**config.mk**
```make
export PLATFORM = sky130hd
export DESIGN_NAME = set_scan_ctrl
export DESIGN_NICKNAME = d
export VERILOG_FILES = /design/src/rtl/set_scan_ctrl.sv
export SDC_FILE = /design/constraint.sdc
export NUM_CORES = 1
export LEC_CHECK = 0
export ABC_CLOCK_PERIOD_IN_PS = 3400
export CAP_MARGIN = 40
export CORE_ASPECT_RATIO = 1.5
export CORE_MARGIN = 8
export CORE_UTILIZATION = 48
export CTS_CLUSTER_DIAMETER = 30
export CTS_CLUSTER_SIZE = 14
export DETAILED_ROUTE_END_ITERATION = 8
export PLACE_DENSITY_LB_ADDON = 0.3
export SYNTH_ARGS = -nofsm -noshare
export SYNTH_HDL_FRONTEND = slang
export SYNTH_SLANG_ARGS = --single-unit
```
**constraint.sdc**
```tcl
create_clock -name clk -period 3.4 [get_ports clk]
set_input_delay 0.68 -clock clk [delete_from_list [all_inputs] [get_ports clk]]
set_output_delay 0.68 -clock clk [all_outputs]
set_load 0.01 [all_outputs]
```
**src/rtl/set_scan_ctrl.sv**
```systemverilog
// -----------------------------------------------------------------------------
// set_scan_ctrl
//   Job sequencer for the three-circle coverage PE. A job is three centres,
//   three radii and a set-expression mode. The block latches the job, sweeps
//   every grid point (x,y) in 1..GRID through the PE one point per cycle
//   (X fastest), and counts the points whose covered bits satisfy the selected
//   expression. The PE is combinational: covered_i reflects coord_o and the
//   latched buffers within the same cycle.
//
//   Handshake: start_i is a level sampled on a rising edge only while idle
//   (busy_o=0); a sampled start launches the job and any start_i seen while
//   busy_o=1 is dropped, not queued. valid_o is a single-cycle strobe that
//   marks candidate_o as the result of the job that just finished;
//   candidate_o then holds until the next job completes.
//
// Ports
//   clk, rst      clock (rising edge), asynchronous active-high reset
//   start_i       job request
//   central_i     {A_X,A_Y,B_X,B_Y,C_X,C_Y}, MSB first
//   radius_i      {A_R,B_R,C_R}, MSB first
//   mode_i        00: a  01: a&b  10: a^b  11: exactly two of a,b,c
//   covered_i     from PE: [2]=in A, [1]=in B, [0]=in C
//   coord_o       {X,Y} to PE
//   cent_buf_o    latched centres to PE
//   r_buf_o       latched radii to PE
//   busy_o        high while scanning and in the result cycle
//   valid_o       one-cycle result strobe
//   candidate_o   point count of the last completed job
// -----------------------------------------------------------------------------
module set_scan_ctrl #(
   parameter int GRID    = 8,
   parameter int COORD_W = 4,
   parameter int CNT_W   = 7
) (
   input  logic                   clk,
   input  logic                   rst,
   input  logic                   start_i,
   input  logic [6*COORD_W-1:0]   central_i,
   input  logic [3*COORD_W-1:0]   radius_i,
   input  logic [1:0]             mode_i,
   input  logic [2:0]             covered_i,
   output logic [2*COORD_W-1:0]   coord_o,
   output logic [6*COORD_W-1:0]   cent_buf_o,
   output logic [3*COORD_W-1:0]   r_buf_o,
   output logic                   busy_o,
   output logic                   valid_o,
   output logic [CNT_W-1:0]       candidate_o
);

   typedef enum logic [1:0] {
      S_IDLE = 2'd0,
      S_SCAN = 2'd1,
      S_DONE = 2'd2
   } state_t;

   localparam logic [COORD_W-1:0] GRID_C = COORD_W'(GRID);
   localparam logic [COORD_W-1:0] ONE_C  = COORD_W'(1);

   state_t                 state_q, state_d;
   logic [COORD_W-1:0]     x_q, x_d;
   logic [COORD_W-1:0]     y_q, y_d;
   logic [CNT_W-1:0]       count_q, count_d;
   logic [CNT_W-1:0]       cand_q, cand_d;
   logic [6*COORD_W-1:0]   cent_q, cent_d;
   logic [3*COORD_W-1:0]   rad_q, rad_d;
   logic [1:0]             mode_q, mode_d;

   logic                   match;
   logic [CNT_W-1:0]       count_inc;

   // Set expression over the PE's covered bits for the current point.
   always_comb begin
      match = 1'b0;
      case (mode_q)
         2'b00:   match = covered_i[2];
         2'b01:   match = covered_i[2] & covered_i[1];
         2'b10:   match = covered_i[2] ^ covered_i[1];
         default: match = (covered_i[2] & covered_i[1] & ~covered_i[0]) |
                          (covered_i[2] & ~covered_i[1] & covered_i[0]) |
                          (~covered_i[2] & covered_i[1] & covered_i[0]);
      endcase
   end

   assign count_inc = count_q + CNT_W'(match);

   always_comb begin
      state_d = state_q;
      x_d     = x_q;
      y_d     = y_q;
      count_d = count_q;
      cand_d  = cand_q;
      cent_d  = cent_q;
      rad_d   = rad_q;
      mode_d  = mode_q;
      case (state_q)
         S_IDLE: begin
            if (start_i) begin
               cent_d  = central_i;
               rad_d   = radius_i;
               mode_d  = mode_i;
               count_d = '0;
               x_d     = ONE_C;
               y_d     = ONE_C;
               state_d = S_SCAN;
            end
         end
         S_SCAN: begin
            count_d = count_inc;
            if (x_q == GRID_C) begin
               x_d = ONE_C;
               if (y_q == GRID_C) begin
                  // Last point: the count including this point is the result.
                  y_d     = ONE_C;
                  cand_d  = count_inc;
                  state_d = S_DONE;
               end else begin
                  y_d = y_q + ONE_C;
               end
            end else begin
               x_d = x_q + ONE_C;
            end
         end
         S_DONE: begin
            state_d = S_IDLE;
         end
         default: begin
            state_d = S_IDLE;
         end
      endcase
   end

   always_ff @(posedge clk or posedge rst) begin
      if (rst) begin
         state_q <= S_IDLE;
         x_q     <= ONE_C;
         y_q     <= ONE_C;
         count_q <= '0;
         cand_q  <= '0;
         cent_q  <= '0;
         rad_q   <= '0;
         mode_q  <= 2'b00;
      end else begin
         state_q <= state_d;
         x_q     <= x_d;
         y_q     <= y_d;
         count_q <= count_d;
         cand_q  <= cand_d;
         cent_q  <= cent_d;
         rad_q   <= rad_d;
         mode_q  <= mode_d;
      end
   end

   assign coord_o     = {x_q, y_q};
   assign cent_buf_o  = cent_q;
   assign r_buf_o     = rad_q;
   assign busy_o      = (state_q != S_IDLE);
   assign valid_o     = (state_q == S_DONE);
   assign candidate_o = cand_q;

endmodule

```
==> results.py <==
metrics = {
    "outcome": {
        "status": "finished clean",
    },
    "clocking": {
        "worstSkewPairLatency_ps": 330,
        "postCtsHoldBufs": 0,
        "clock_sinks": 62,
        "clk_path_buf_depth": 2,
        "cts_tree": "yes",
        "htreeDepth": 3,
        "clk_pin_slew_ps": 70,
        "cts_buffers": 9,
        "cts_setup_buffers": 0,
        "cts-root-buf": "clkbuf_8",
        "cts_resized": 0,
    },
    "sta": {
        "setup_violations": 0,
        "drv_slew": 0,
        "tightest_slew_ps": 620,
        "setup_ws_ps": 776,
        "fin_crit_sh_pct": 77.2,
        "fin_crit_ps": 2620,
        "rsz0062_at_grt": "false",
        "fin_skew_ps": 10.0,
        "relSlewSlack_pct": 58.6,
        "setup_tns_ps": 0,
        "timing_hold_violations_final": 0,
        "max_freq_mhz": 381,
    },
    "synth": {
        "synth-main-ff-cell": "dfrtp_1",
        "synth_top_area_cell": "dfrtp_1",
        "synthDominantCellAreaShare_pct": 55.1,
        "yosysSeqAreaShare_pct": 57.1,
        "postSynthCellCount": 294,
        "yosysWarnings": 0,
        "async_flop_share_pct": 100,
        "synth-seq-cells": 62,
        "yosys-top-cells-area": "dfrtp_1, nand2_1, ha_1",
        "synthesis.nets": 347,
        "synth-edff-count": 0,
        "yosysUniqueCellTypes": 32,
        "synth_area_mm2": 0.00272,
        "syn_avg_cell_area_um2": 9.26,
    },
    "detailed_routing": {
        "vias": 2295,
        "wl_per_cell_um": 14.9,
        "ant_nets": 0,
        "routed_wl_mm": 6.95,
        "firstDrtPassIters": 4,
        "drt-initial-drc-count": 173,
        "drc_errors": 0,
        "via_per_inst": 4.91,
    },
    "floorplan": {
        "chipWidth_um": 77.5,
        "die-area_mm2": 0.00839,
        "core_area_mm2": 0.00549,
        "die_h_um": 108,
        "ios": 97,
        "rows": 33,
        "start_util_pct": 49.6,
    },
    "setup_path": {
        "reg2regPathDepth": 10,
        "cp-start-kind": "input port",
        "end_kind": "flop",
        "critPathTopFamily": "adder cells",
        "crit_slowest_cell": "clkdlybuf4s50_1",
        "path_buf_inv": 2,
        "path_depth": 12,
        "critPathMaxFanout": 5,
        "crit_chain": "clkdlybuf4s50_1, inv_1, ha_1, nand2_1, o21ai_0, o21ai_0, ha_1, ha_1, nand2_1, nor2_1, xnor2_1, o21ai_0",
        "arrival_ps": 2820,
        "critPathKind": "input port to flop",
        "cpPeakStageDelay_ps": 510,
        "cp_data_required_time_ps": 3590,
    },
    "worst_hold_path": {
        "worstHoldPathCells": 2,
        "hold_path_class": "flop to flop",
    },
    "finish": {
        "stdcell_count": 467,
        "multi_input_area_mm2": 0.00106,
        "fillers": 432,
        "final_net_count": 445,
        "ff_latch_area_mm2": 0.00155,
        "num_antenna_cells": 0,
        "final_layout_size_suffix_gt1_share_pct": 7.81,
        "syn_to_final_growth_pct": 43.8,
    },
    "grt": {
        "antenna_found_initial": 0,
        "overflow": 0,
        "track_usage_pct": 17.3,
        "grt_pass1_wl_mm": 11.4,
        "grt_max_degree": 47,
        "grt_pass1_vias": 2352,
    },
    "power": {
        "pwr-share-seq_pct": 40.0,
        "internal_power_mw": 2.08,
        "p_total_mw": 3.16,
        "p_leak_nw": 1.83,
        "power_density_mw_per_mm2": 806,
        "clkPwrFrac_pct": 19.2,
        "switchingPower_mw": 1.08,
        "switching_share_pct": 34.2,
        "p_comb_share_pct": 40.8,
        "ir_drop_uv": 529,
    },
    "placed_design": {
        "place_hpwl_mm": 5.14,
        "gp_congestion": 0.822,
        "dp_slack_ps": 442,
        "port_buffers": 96,
        "dp.cells": 451,
    },
    "run": {
        "cap_viol_max_count": 0,
    },
}
final timing paths:
| path | start | endpoint | slack (ps) |
|---|---|---|---|
| max in group asynchronous | rst | y_q[0]$_DFFE_PP1P_ | 1990 |
| hold reg to reg | r_buf_o[0]$_DFFE_PP0P_ | r_buf_o[0]$_DFFE_PP0P_ | 470 |
| hold / removal | r_buf_o[0]$_DFFE_PP0P_ | r_buf_o[0]$_DFFE_PP0P_ | 470 |
| min in group asynchronous | rst | cent_buf_o[3]$_DFFE_PP0P_ | 740 |
| setup / recovery | covered_i[1] | count_q[6]$_DFFE_PP0P_ | 780 |
| setup reg to reg | mode_q[1]$_DFFE_PP0P_ | count_q[6]$_DFFE_PP0P_ | 1530 |
sequential cells by signal, indices dropped and copies added, names as in the netlist:
signal and count:
candidate_o 7, y_q 4, state_q 2, x_q 4, cent_buf_o 24, r_buf_o 12
count_q 7, mode_q 2
worst reg2reg max path: stages (launching register included):
cell	delay, ps
dfrtp_1	410
a21oi_1	80
a31oi_1	140
nand2_1	70
o21ai_0	100
ha_1	230
ha_1	250
nand2_1	70
nor2_1	110
xnor2_1	160
o21ai_0	100
cells in the final DEF (no fill, tap or decap), drive strengths merged, types with 3 or more instances in the layout:
cell type and count:
inv 9, buf 3, nand3 10, dfrtp 60, a31oi 3, a21oi 9, nor2 12, o21ai 13
ha 9, nand2 131, xnor2 3, clkbuf 12, clkdlybuf4s50 96
synth_stat cells, types with 2 or more instances:
library cell and n:
nand2_1 131, dfrtp_1 60, o21ai_0 13, nand3_1 10, buf_2 9, ha_1 9
inv_1 9, nor2_1 8, a21oi_1 5, a21oi_2 4, nor2_2 4, a31oi_1 3
xnor2_1 3, and3b_1 2, dfstp_2 2, mux2_4 2, nand4_1 2, nor2b_1 2
nor3_1 2, xor2_1 2
kinds of logic after synthesis:
kind of cell,count (synthesis),synth area share [%]
muxes,2,1.10
buffers and inverters,21,4.13
AOI/OAI and AO/OA,29,6.52
DFF,62,57.1
xor gates and xnor gates,5,1.61
adders and majority gates,9,4.13
and+or+nand+nor,166,25.4
area by class of cell:
class	instances	share of cell area (%)
clock buffer	12	3.45
timing repair buffer	99	25.4
inverter	9	0.862
clock inverter	4	1.21
multi-input combinational	211	27.1
tap	70	2.24
sequential	62	39.7
metal layers:
| metal | track usage [%] | part of all wire, % | wire, µm |
|---|---|---|---|
| met1 | 18.0 | 37 | 2610 |
| met2 | 29.0 | 52 | 3640 |
| met3 | 6.81 | 7.3 | 510 |
| met4 | 10.3 | 2.7 | 188 |
| met5 | 0 | 0 | 0 |
power by group through the flow:
stage / sequential [mW] / clock [mW] / combinational (mW)
after floorplan: 1.37 / 0 / 0.461
after detailed placement: 1.27 / 0 / 1.31
after global routing: 1.30 / 0.659 / 1.42
after global placement: 1.26 / 0 / 1.26
after CTS: 1.26 / 0.626 / 1.32
final: 1.26 / 0.608 / 1.29
through the flow:
| stage | hold slack [ps] | cell area [µm²] | util [%] |
|---|---|---|---|
| after floorplan | 462 | 2720 | - |
| after global placement | 456 | 3730 | 68.0 |
| after detailed placement | 461 | 3730 | 68.0 |
| after CTS | 477 | 3920 | 71.3 |
| after global routing | 496 | 3920 | 71.3 |
| final | 473 | 3920 | 71.3 |
No activity file was read; power rests on OpenSTA's default activity.
